## src/rtl/spi_track_frame_rx.sv

```systemverilog
`default_nettype none
// +---------------------------------------------------------------------------+
// | spi_track_frame_rx : 3-wire SPI receiver for one frame of per-track words  |
// |   committed atomically, with length check, change flags and frame counter |
// | Revision: 1.0                                                             |
// +---------------------------------------------------------------------------+
module spi_track_frame_rx #(
   parameter int NUM_TRACKS  = 4,
   parameter int PACKET_SIZE = 24,
   parameter int SYNC_STAGES = 2
) (
   input  logic                              clk,
   input  logic                              reset,
   input  logic                              cs,
   input  logic                              sck,
   input  logic                              sdi,
   output logic [NUM_TRACKS*PACKET_SIZE-1:0] tracks_out,
   output logic                              frame_valid,
   output logic                              frame_err,
   output logic [NUM_TRACKS-1:0]             track_upd,
   output logic [7:0]                        frame_cnt,
   output logic                              busy
);

   localparam int W     = NUM_TRACKS * PACKET_SIZE;
   localparam int CNT_W = $clog2(W + 1);
   localparam int ARM_W = $clog2(SYNC_STAGES + 2);
   localparam logic [CNT_W-1:0] C_CNT_FULL = CNT_W'(W);
   localparam logic [ARM_W-1:0] C_ARM_DONE = ARM_W'(SYNC_STAGES + 1);

   typedef enum logic [1:0] {
      ARM   = 2'd0,
      IDLE  = 2'd1,
      SHIFT = 2'd2
   } state_t;

   state_t                  state_q, state_d;
   logic [SYNC_STAGES-1:0]  cs_sync_q, cs_sync_d;
   logic [SYNC_STAGES-1:0]  sck_sync_q, sck_sync_d;
   logic [SYNC_STAGES-1:0]  sdi_sync_q, sdi_sync_d;
   logic                    cs_dly_q, sck_dly_q;
   logic [W-1:0]            shift_q, shift_d;
   logic [CNT_W-1:0]        cnt_q, cnt_d;
   logic                    ovf_q, ovf_d;
   logic [ARM_W-1:0]        arm_cnt_q, arm_cnt_d;
   logic [W-1:0]            tracks_q, tracks_d;
   logic                    frame_valid_q, frame_valid_d;
   logic                    frame_err_q, frame_err_d;
   logic [NUM_TRACKS-1:0]   track_upd_q, track_upd_d;
   logic [7:0]              frame_cnt_q, frame_cnt_d;
   logic [NUM_TRACKS-1:0]   word_diff;

   logic cs_s, sck_s, sdi_s;
   logic rise_sck, rise_cs, fall_cs;

   assign cs_sync_d  = {cs_sync_q[SYNC_STAGES-2:0], cs};
   assign sck_sync_d = {sck_sync_q[SYNC_STAGES-2:0], sck};
   assign sdi_sync_d = {sdi_sync_q[SYNC_STAGES-2:0], sdi};

   assign cs_s  = cs_sync_q[SYNC_STAGES-1];
   assign sck_s = sck_sync_q[SYNC_STAGES-1];
   assign sdi_s = sdi_sync_q[SYNC_STAGES-1];

   assign rise_sck = sck_s & ~sck_dly_q;
   assign rise_cs  = cs_s & ~cs_dly_q;
   assign fall_cs  = ~cs_s & cs_dly_q;

   generate
      for (genvar i = 0; i < NUM_TRACKS; i++) begin : g_track
         assign word_diff[i] = shift_q[(i+1)*PACKET_SIZE-1 -: PACKET_SIZE]
                            != tracks_q[(i+1)*PACKET_SIZE-1 -: PACKET_SIZE];
      end
   endgenerate

   always_comb begin
      state_d       = state_q;
      shift_d       = shift_q;
      cnt_d         = cnt_q;
      ovf_d         = ovf_q;
      arm_cnt_d     = arm_cnt_q;
      tracks_d      = tracks_q;
      frame_valid_d = 1'b0;
      frame_err_d   = 1'b0;
      track_upd_d   = '0;
      frame_cnt_d   = frame_cnt_q;
      case (state_q)
         ARM: begin
            // Synchronisers are zeroed by reset, so cs_s is not trustworthy
            // until the pipeline has refilled from the real pin.
            if (arm_cnt_q != C_ARM_DONE) begin
               arm_cnt_d = arm_cnt_q + 1'b1;
            end else if (!cs_s) begin
               state_d = IDLE;
            end
         end
         IDLE: begin
            if (rise_cs) begin
               cnt_d   = '0;
               ovf_d   = 1'b0;
               state_d = SHIFT;
            end
         end
         SHIFT: begin
            if (fall_cs) begin
               if (cnt_q == C_CNT_FULL && !ovf_q) begin
                  tracks_d      = shift_q;
                  frame_valid_d = 1'b1;
                  frame_cnt_d   = frame_cnt_q + 8'd1;
                  track_upd_d   = word_diff;
               end else begin
                  frame_err_d = 1'b1;
               end
               state_d = IDLE;
            end else if (rise_sck && cs_s) begin
               shift_d = {shift_q[W-2:0], sdi_s};
               if (cnt_q == C_CNT_FULL) begin
                  ovf_d = 1'b1;
               end else begin
                  cnt_d = cnt_q + 1'b1;
               end
            end
         end
         default: state_d = ARM;
      endcase
   end

   always_ff @(posedge clk) begin
      if (!reset) begin
         state_q       <= ARM;
         cs_sync_q     <= '0;
         sck_sync_q    <= '0;
         sdi_sync_q    <= '0;
         cs_dly_q      <= 1'b0;
         sck_dly_q     <= 1'b0;
         shift_q       <= '0;
         cnt_q         <= '0;
         ovf_q         <= 1'b0;
         arm_cnt_q     <= '0;
         tracks_q      <= '0;
         frame_valid_q <= 1'b0;
         frame_err_q   <= 1'b0;
         track_upd_q   <= '0;
         frame_cnt_q   <= '0;
      end else begin
         state_q       <= state_d;
         cs_sync_q     <= cs_sync_d;
         sck_sync_q    <= sck_sync_d;
         sdi_sync_q    <= sdi_sync_d;
         cs_dly_q      <= cs_s;
         sck_dly_q     <= sck_s;
         shift_q       <= shift_d;
         cnt_q         <= cnt_d;
         ovf_q         <= ovf_d;
         arm_cnt_q     <= arm_cnt_d;
         tracks_q      <= tracks_d;
         frame_valid_q <= frame_valid_d;
         frame_err_q   <= frame_err_d;
         track_upd_q   <= track_upd_d;
         frame_cnt_q   <= frame_cnt_d;
      end
   end

   assign tracks_out  = tracks_q;
   assign frame_valid = frame_valid_q;
   assign frame_err   = frame_err_q;
   assign track_upd   = track_upd_q;
   assign frame_cnt   = frame_cnt_q;
   assign busy        = (state_q == SHIFT);

endmodule
`default_nettype wire

```

## config.mk

```make
export PLATFORM = sky130hd
export DESIGN_NAME = spi_track_frame_rx
export DESIGN_NICKNAME = d
export VERILOG_FILES = /design/src/rtl/spi_track_frame_rx.sv
export SDC_FILE = /design/constraint.sdc
export NUM_CORES = 1
export LEC_CHECK = 0
export ABC_CLOCK_PERIOD_IN_PS = 5700
export BUFFER_PORTS_ARGS = -buffer_cell sky130_fd_sc_hd__buf_4
export CORE_AREA = 4 4 133 135
export CTS_BUF_LIST = sky130_fd_sc_hd__clkbuf_2
export DETAILED_ROUTE_END_ITERATION = 10
export DIE_AREA = 0 0 137 139
export MAX_ROUTING_LAYER = met4
export PLACE_DENSITY = 0.75
export SLEW_MARGIN = 20
export SYNTH_ARGS = -nofsm -noshare
export SYNTH_HDL_FRONTEND = slang
export SYNTH_SLANG_ARGS = --single-unit
```

## constraint.sdc

```tcl
create_clock -name clk -period 5.7 [get_ports clk]
set_input_delay 1.14 -clock clk [delete_from_list [all_inputs] [get_ports clk]]
set_output_delay 1.14 -clock clk [all_outputs]
set_load 0.01 [all_outputs]
```

==> results.md, run 1 <==
* Final hold viol count at 0
* Part of the total power dissipated in sequential elements at 60.5%
* Buffer type at the clock tree root: sky130_fd_sc_hd__clkbuf_2
* Count of standard-cell rows at 47
* Fraction of synthesized cell area taken by the top area cell type at 50.9%
* Tightest slew margin relative to the limit at between 20% and 30%
* Largest family of logic cells by synthesized area: simple AND/OR/NAND/NOR gates
* Core region area at between 0.015 and 0.02 mm2
* Number of distinct standard cells referenced by the synthesized netlist at 35
* Xor and xnor fraction of the mapped netlist area at 9.65%
* Antenna-violating nets left at 0
* Horizontal die dimension at 137 um
* Fmax at around 340 MHz
* Top flip-flop cell by instance count after synthesis: sky130_fd_sc_hd__dfxtp_1
* Filler cell count at 1540
* Drt first pass iters at 5
* Post-synthesis share of cell area spent on and, or, nand and nor gates at 22.3%
* Post-synthesis cell type with the largest combined area: sky130_fd_sc_hd__dfxtp_1
* Number of enable flip-flop cells after synthesis at 0
* Maximum clock path buffer count at 3
* Largest net degree at the start of global routing at 162
* Number of buffers added to fix hold violations after cts at 0
* Top area cells in the synthesized netlist: sky130_fd_sc_hd__dfxtp_1 (51%), sky130_fd_sc_hd__nand2_1 (17%), sky130_fd_sc_hd__a21oi_1 (11%)
* DP Wirelength at 12700 um
* Vias in the first global route at between 6000 and 7000
* Setup bufs post-CTS at 0
* Switching power at 660 uW
* Synth warnings at 0
* Post-Synthesis Net Count at 1115
* Clk_lat worst skew at 790 ps
* Async set or reset register ratio after synthesis at 0%
* Maximum clock skew at final layout at 41.8 ps
* Fraction of layout instances using a drive strength above 1 at 16.8%
* Worst vdd rail ir drop at between 0.00015 and 0.0002 V
* Result of the run: complete, no violations
* Number of top-level pins at 116
* Switching part of the total at 25.0%
* Synthesized flop and latch total at 226
* Number of pins with negative max-slew slack in the final report at 0
* Global-route wire length before repair at 34100 um
* Worst path required time at 4560 ps
* Layout-stage area growth over the synthesis result at 15.6%
* Post-route worst setup slack at 2740 ps
* IO buf count at 115
* Cell with the most instances after synthesis: sky130_fd_sc_hd__nand2_1
* Clock tree from TritonCTS: yes
* Die Outline Area at between 0.015 and 0.02 mm2
* Global-route total usage across every layer at 22.1%
* Mean cell area of the mapped netlist at 8.04 um2
* Top post-synthesis cells by count: sky130_fd_sc_hd__nand2_1 (392), sky130_fd_sc_hd__dfxtp_1 (226), sky130_fd_sc_hd__a21oi_1 (203), sky130_fd_sc_hd__clkbuf_1 (66), sky130_fd_sc_hd__xnor2_1 (66)
* Sequential-to-total area share from yosys stat at 50.9%
* Overall die height at 139 um
* Post-Syn Instances at between 1000 and 1500
* Power density of the placed cells at 257 mW/mm2
* Final #Nets at 1222
* Critical path arrival at 1820 ps
* CTS HTree Levels at 2
* Slew of the pin with the lowest slew margin at about 1100 ps
* Combinational power share at about 2.2%
* TritonCTS sink count at roughly 230
* Critical Path Start Type: register
* Number of vias in the routed layout at 7647
* Leakage power summed over all cells at ~3.9 nW
* Critical path endpoint category: primary output
* Leftover overflow at the end of global routing at 0
* Critical path fanouts, max at 7
* Worst hold margin at 449 ps
* Initial core utilization at 54.0%
* Count of endpoints failing setup in the final report at 0
* Clock network power share at between 30% and 40%
* Detail-routed via count per cell at between 5 and 6
* Post-route total power at 2.64 mW
* Power Internal at 1.98 mW
* Initial antenna violation count at 1
* Fin crit period at 2960 ps
* DRC viols at 0
* Worst slack after detailed placement at between 2000 and 3000 ps
* Clock-pin slew reported for the worst setup and hold paths after clock tree synthesis at 90 ps
* Synthesized cell area at around 0.0089 mm2
* Area share of fa/ha/maj cells after synthesis at 0.563%
* Drt wl/cell at 14.3 um
* Multiplexer share of the synthesized area at less than 1%
* Hold Path Class: register to register
* WL final at 21000 um
* Setup Total Neg Slack at 0 ps
* Routability Congestion at 0.839
* Setup repair after global routing missed its margin: false
* DRC violation total after the first TritonRoute iteration at ~600
* Type of the worst setup path: register to primary output
* Cts repair resizes at 0
* Number of buffers inserted during clock tree synthesis at 55
* Synthesized-area fraction occupied by ao, oa, aoi and oai cells at 13.1%
* Period utilisation layout at 52.0%
* Count of maximum capacitance violations at 0
==> stage by stage <==
stage / utilization [%] / instances / instance area [um2]
floorplan: - / 1106 / 8890
detailed placement: 59.6 / 1376 / 9810
finish: 62.4 / 1474 / 10300
global placement: 59.6 / 1376 / 9810
global route: 62.4 / 1474 / 10300
CTS: 62.3 / 1469 / 10300
==> area by class of cell <==
cell class	count	area [um2]	share of cell area [%]
timing repair buffer	118	886	8.62
multi-input combinational	805	4100	39.8
antenna	5	12.5	0.122
tap	220	275	2.68
sequential	226	4520	44.0
inverter	7	33.8	0.329
clock buffer	80	400	3.90
clock inverter	13	50.0	0.487
==> flip-flops by register name, summed over array words and instances, names as in the netlist, 2 cells and up <==
register,count
frame_cnt,8
shift_q,96
state_q,2
track_upd,4
sck_sync_q,2
sdi_sync_q,2
cnt_q,7
cs_sync_q,2
tracks_out,96
arm_cnt_q,2
==> power groups by stage <==
stage	Clock [mW]	Sequential [mW]	Combinational, mW
after floorplan	0	1.63	0.0478
after global placement	0	1.63	0.0578
after detailed placement	0	1.63	0.0587
after CTS	1.03	1.60	0.0588
after global routing	1.11	1.60	0.0667
final	0.984	1.60	0.0590
==> critical path: stages (launching register included) <==
cell and delay, ps:
sky130_fd_sc_hd__dfxtp_1 430, sky130_fd_sc_hd__nand2b_1 300, sky130_fd_sc_hd__inv_1 160, sky130_fd_sc_hd__buf_4 170
==> layer usage <==
metal | global-route usage (%) | wire length, um
met1 | 31.2 | 9830
met4 | 6.09 | 238
met5 | - | 0
met2 | 32.2 | 9810
met3 | 4.61 | 1160
==> cells in the final DEF, fill, tap and decap left out, drive strengths merged, types with 5 or more instances in the layout <==
cell and n:
nand3 7, buf 118, xor2 32, o21ai 9
a31oi 6, nor2 10, xnor2 66, clkinv 12
clkbuf 80, or3 5, nand4 17, inv 8
nor4 13, a21oi 203, and2 8, nand2 392
and3 5, diode 5, dfxtp 226
==> kinds of logic after synthesis <==
group                      count (synthesis)
muxes                                      2
AOI/OAI and AO/OA                        226
DFF                                      226
buffers and inverters                     75
and+or+nand+nor                          475
adders and majority gates                  4
xor gates and xnor gates                  98
==> path summary, 6_finish.rpt <==
path                                to                      from  slack (ps)  cells past startpoint
max                               busy   state_q[0]$_SDFFE_PN0P_        2740                      3
min           sck_sync_q[1]$_SDFF_PN0_  sck_sync_q[0]$_SDFF_PN0_         450                      1
max reg2reg  frame_cnt[7]$_SDFFE_PN0P_     cnt_q[2]$_SDFFE_PN0P_        2750                      5
min reg2reg   sck_sync_q[1]$_SDFF_PN0_  sck_sync_q[0]$_SDFF_PN0_         450                      1
(Power assumes the default switching activity.)
==> run 2: changes to the inputs <==
ABC_CLOCK_PERIOD_IN_PS = 2700   (was 5700)
CORE_AREA = 4 4 134 136   (was 4 4 133 135)
DIE_AREA = 0 0 138 140   (was 0 0 137 139)
PLACE_DENSITY = 0.77   (was 0.75)
clock period = 2.7 ns   (was 5.7 ns; I/O delays follow)
==> results.md, run 2 (synthesis results as in run 1) <==
* Detail-routed via count per cell at 5.23 (+0.80%)
* Maximum clock path buffer count at 3 (unchanged)
* Initial core utilization at 52.5% (-1.5 points)
* Clock network power share at 36.8% (-0.5 points)
* Count of standard-cell rows at 48 (+2.1%)
* Worst path required time at 2160 ps (-2400 ps)
* Buffer type at the clock tree root: sky130_fd_sc_hd__clkbuf_2
* Type of the worst setup path: register to primary output
* Period utilisation layout at 85.7%
* Filler-free cell count of the finished design at 1485 (+0.75%)
* DRC violation total after the first TritonRoute iteration at 521 (-13%)
* DP Wirelength at 13800 um (+8.2%)
* Horizontal die dimension at 138 um (+0.73%)
* Power Internal at 4.18 mW (+110%)
* Number of buffers inserted during clock tree synthesis at 56 (+1.8%)
* Layout-stage area growth over the synthesis result at 17.3%
* Hold Path Class: input pin to register
* Number of pins with negative max-slew slack in the final report at 0 (unchanged)
* Clock-pin slew reported for the worst setup and hold paths after clock tree synthesis at 100 ps (about the same)
* Critical path endpoint category: primary output
* Fraction of layout instances using a drive strength above 1 at 17.5% (+0.66 points)
* Power density of the placed cells at 532 mW/mm2 (+110%)
* Setup Total Neg Slack at 0 ps (unchanged)
* Delay-heaviest family, CP: flip-flops
* Maximum clock skew at final layout at 35.2 ps (-6.67 ps)
* Final hold viol count at 0 (unchanged)
* Tightest slew margin relative to the limit at 59.3% (+33 points)
* Number of buffers added to fix hold violations after cts at 3 (+3)
* Setup repair after global routing missed its margin: false
* Part of the total power dissipated in sequential elements at 60.7% (+0.2 points)
* CTS HTree Levels at 2 (unchanged)
* Number of vias in the routed layout at 7766 (+1.6%)
* Fin crit period at 2310 ps
* Slew of the pin with the lowest slew margin at 611 ps (-488 ps)
* Combinational power share at 2.5% (+0.3 points)
* Count of endpoints failing setup in the final report at 0 (unchanged)
* Global-route total usage across every layer at 22.1% (+0.057 points)
* Routability Congestion at 0.874 (+4.2%)
* Commonest non-fill, non-tap cell in the layout: sky130_fd_sc_hd__nand2_1
* Clk_lat worst skew at 770 ps (-20 ps)
* Clock tree from TritonCTS: yes
* Switching power at 1.37 mW (+110%)
* Stage delay of the slowest cell on the critical path at 420 ps (about the same)
* Critical Path Start Type: register
* Overall die height at 140 um (+0.72%)
* Final #Nets at 1237 (+1.2%)
* IO buf count at 115 (unchanged)
* Die Outline Area at 0.0193 mm2 (+1.5%)
* Cell chain of the critical path: nand2b_1 -> inv_1 -> buf_4
* Global-route wire length before repair at 35500 um (+4.3%)
* Leftover overflow at the end of global routing at 0 (unchanged)
* WL final at 21400 um (+1.6%)
* Worst vdd rail ir drop at 0.000302 V (+57%)
* Count of maximum capacitance violations at 0 (unchanged)
* Cts repair resizes at 0 (unchanged)
* Most frequent cells in the layout: sky130_fd_sc_hd__nand2_1 (391), sky130_fd_sc_hd__dfxtp_1 (226), sky130_fd_sc_hd__a21oi_1 (203)
* Cell area reported after detailed placement at 0.00996 mm2 (+1.5%)
* DP Cell Count at 1392 (+1.2%)
* Post-route total power at 5.55 mW (+110%)
* DRC viols at 0 (unchanged)
* Drt wl/cell at 14.4 um (+0.89%)
* TritonCTS sink count at 226 (unchanged)
* Critical path fanouts, max at 7 (unchanged)
* Critical path arrival at 1770 ps (-50 ps)
* Largest net degree at the start of global routing at 100 (-38%)
* Antenna-violating nets left at 0 (unchanged)
* Setup bufs post-CTS at 0 (unchanged)
* Slowest cell on the critical path: sky130_fd_sc_hd__dfxtp_1
* Final core utilization at 61.6% (-0.83 points)
* Core region area at 0.0169 mm2 (+2.9%)
* Leakage power summed over all cells at 3.94 nW (+1.9%)
* Switching part of the total at 24.6% (-0.37 points)
* Buf+Inv Stages, Crit Path at 2 (unchanged)
* Fmax at 432 MHz
* Result of the run: complete, no violations
* Number of top-level pins at 116 (unchanged)
* Vias in the first global route at 7363 (+6.6%)
* Drt first pass iters at 6 (+1)
* Design area at 0.0104 mm2 (+1.5%)
* Initial antenna violation count at 1 (unchanged)
[run 2: cell count changes in the layout (fill, tap and decap cells not counted)]
| cell | delta |
|---|---|
| sky130_fd_sc_hd__buf_12 | +5 |
| sky130_fd_sc_hd__inv_2 | -1 |
| sky130_fd_sc_hd__dlygate4sd3_1 | +3 |
| sky130_fd_sc_hd__buf_4 | +6 |
| sky130_fd_sc_hd__clkinv_1 | -3 |
| sky130_fd_sc_hd__inv_6 | +1 |
| sky130_fd_sc_hd__inv_8 | -1 |
| sky130_fd_sc_hd__diode_2 | -4 |
[run 2: layer usage]
| layer | global-route usage (%) | wire (um) | vias up |
|---|---|---|---|
| met4 | 7.02 | 495 | 0 |
| met3 | 5.53 | 1390 | 46 |
| met1 | 28.3 | 9530 | 3571 |
| li1 | - | - | 3901 |
| met2 | 34.8 | 9980 | 248 |
| met5 | - | 0 | - |
[run 2: metrics by stage]
step / setup WS, ps / hold WS, ps
2_1_floorplan: 539 / 412
3_3_place_gp: 518 / 415
3_5_place_dp: 483 / 419
4_1_cts: 288 / 17.8
5_1_grt: 228 / 24.8
6_report: 386 / 117
[run 2: final cells by class]
cell class | count | area [um2]
antenna | 1 | 2.50
clock buffer | 80 | 400
clock inverter | 9 | 35.0
fill | 1555 | 6500
inverter | 7 | 31.3
multi-input combinational | 805 | 4100
sequential | 226 | 4520
tap | 225 | 282
timing repair buffer | 132 | 1060
[run 2: power groups by stage]
stage,clock [mW],sequential (mW),combinational (mW)
after global placement,0,3.44,0.132
after detailed placement,0,3.45,0.134
after floorplan,0,3.44,0.101
final,2.04,3.37,0.137
after CTS,2.13,3.37,0.138
after global routing,2.30,3.37,0.157
[run 2: path summary, 6_finish.rpt]
path / startpoint / endpoint / slack (ps) / cells past startpoint
worst max register to register: cnt_q[3]$_SDFFE_PN0P_ / frame_cnt[7]$_SDFFE_PN0P_ / 470 / 4
worst min-delay path: reset / cnt_q[4]$_SDFFE_PN0P_ / 120 / 2
worst min register to register: sdi_sync_q[1]$_SDFF_PN0_ / shift_q[0]$_SDFFE_PN0P_ / 430 / 2
worst max-delay path: state_q[0]$_SDFFE_PN0P_ / busy / 390 / 3
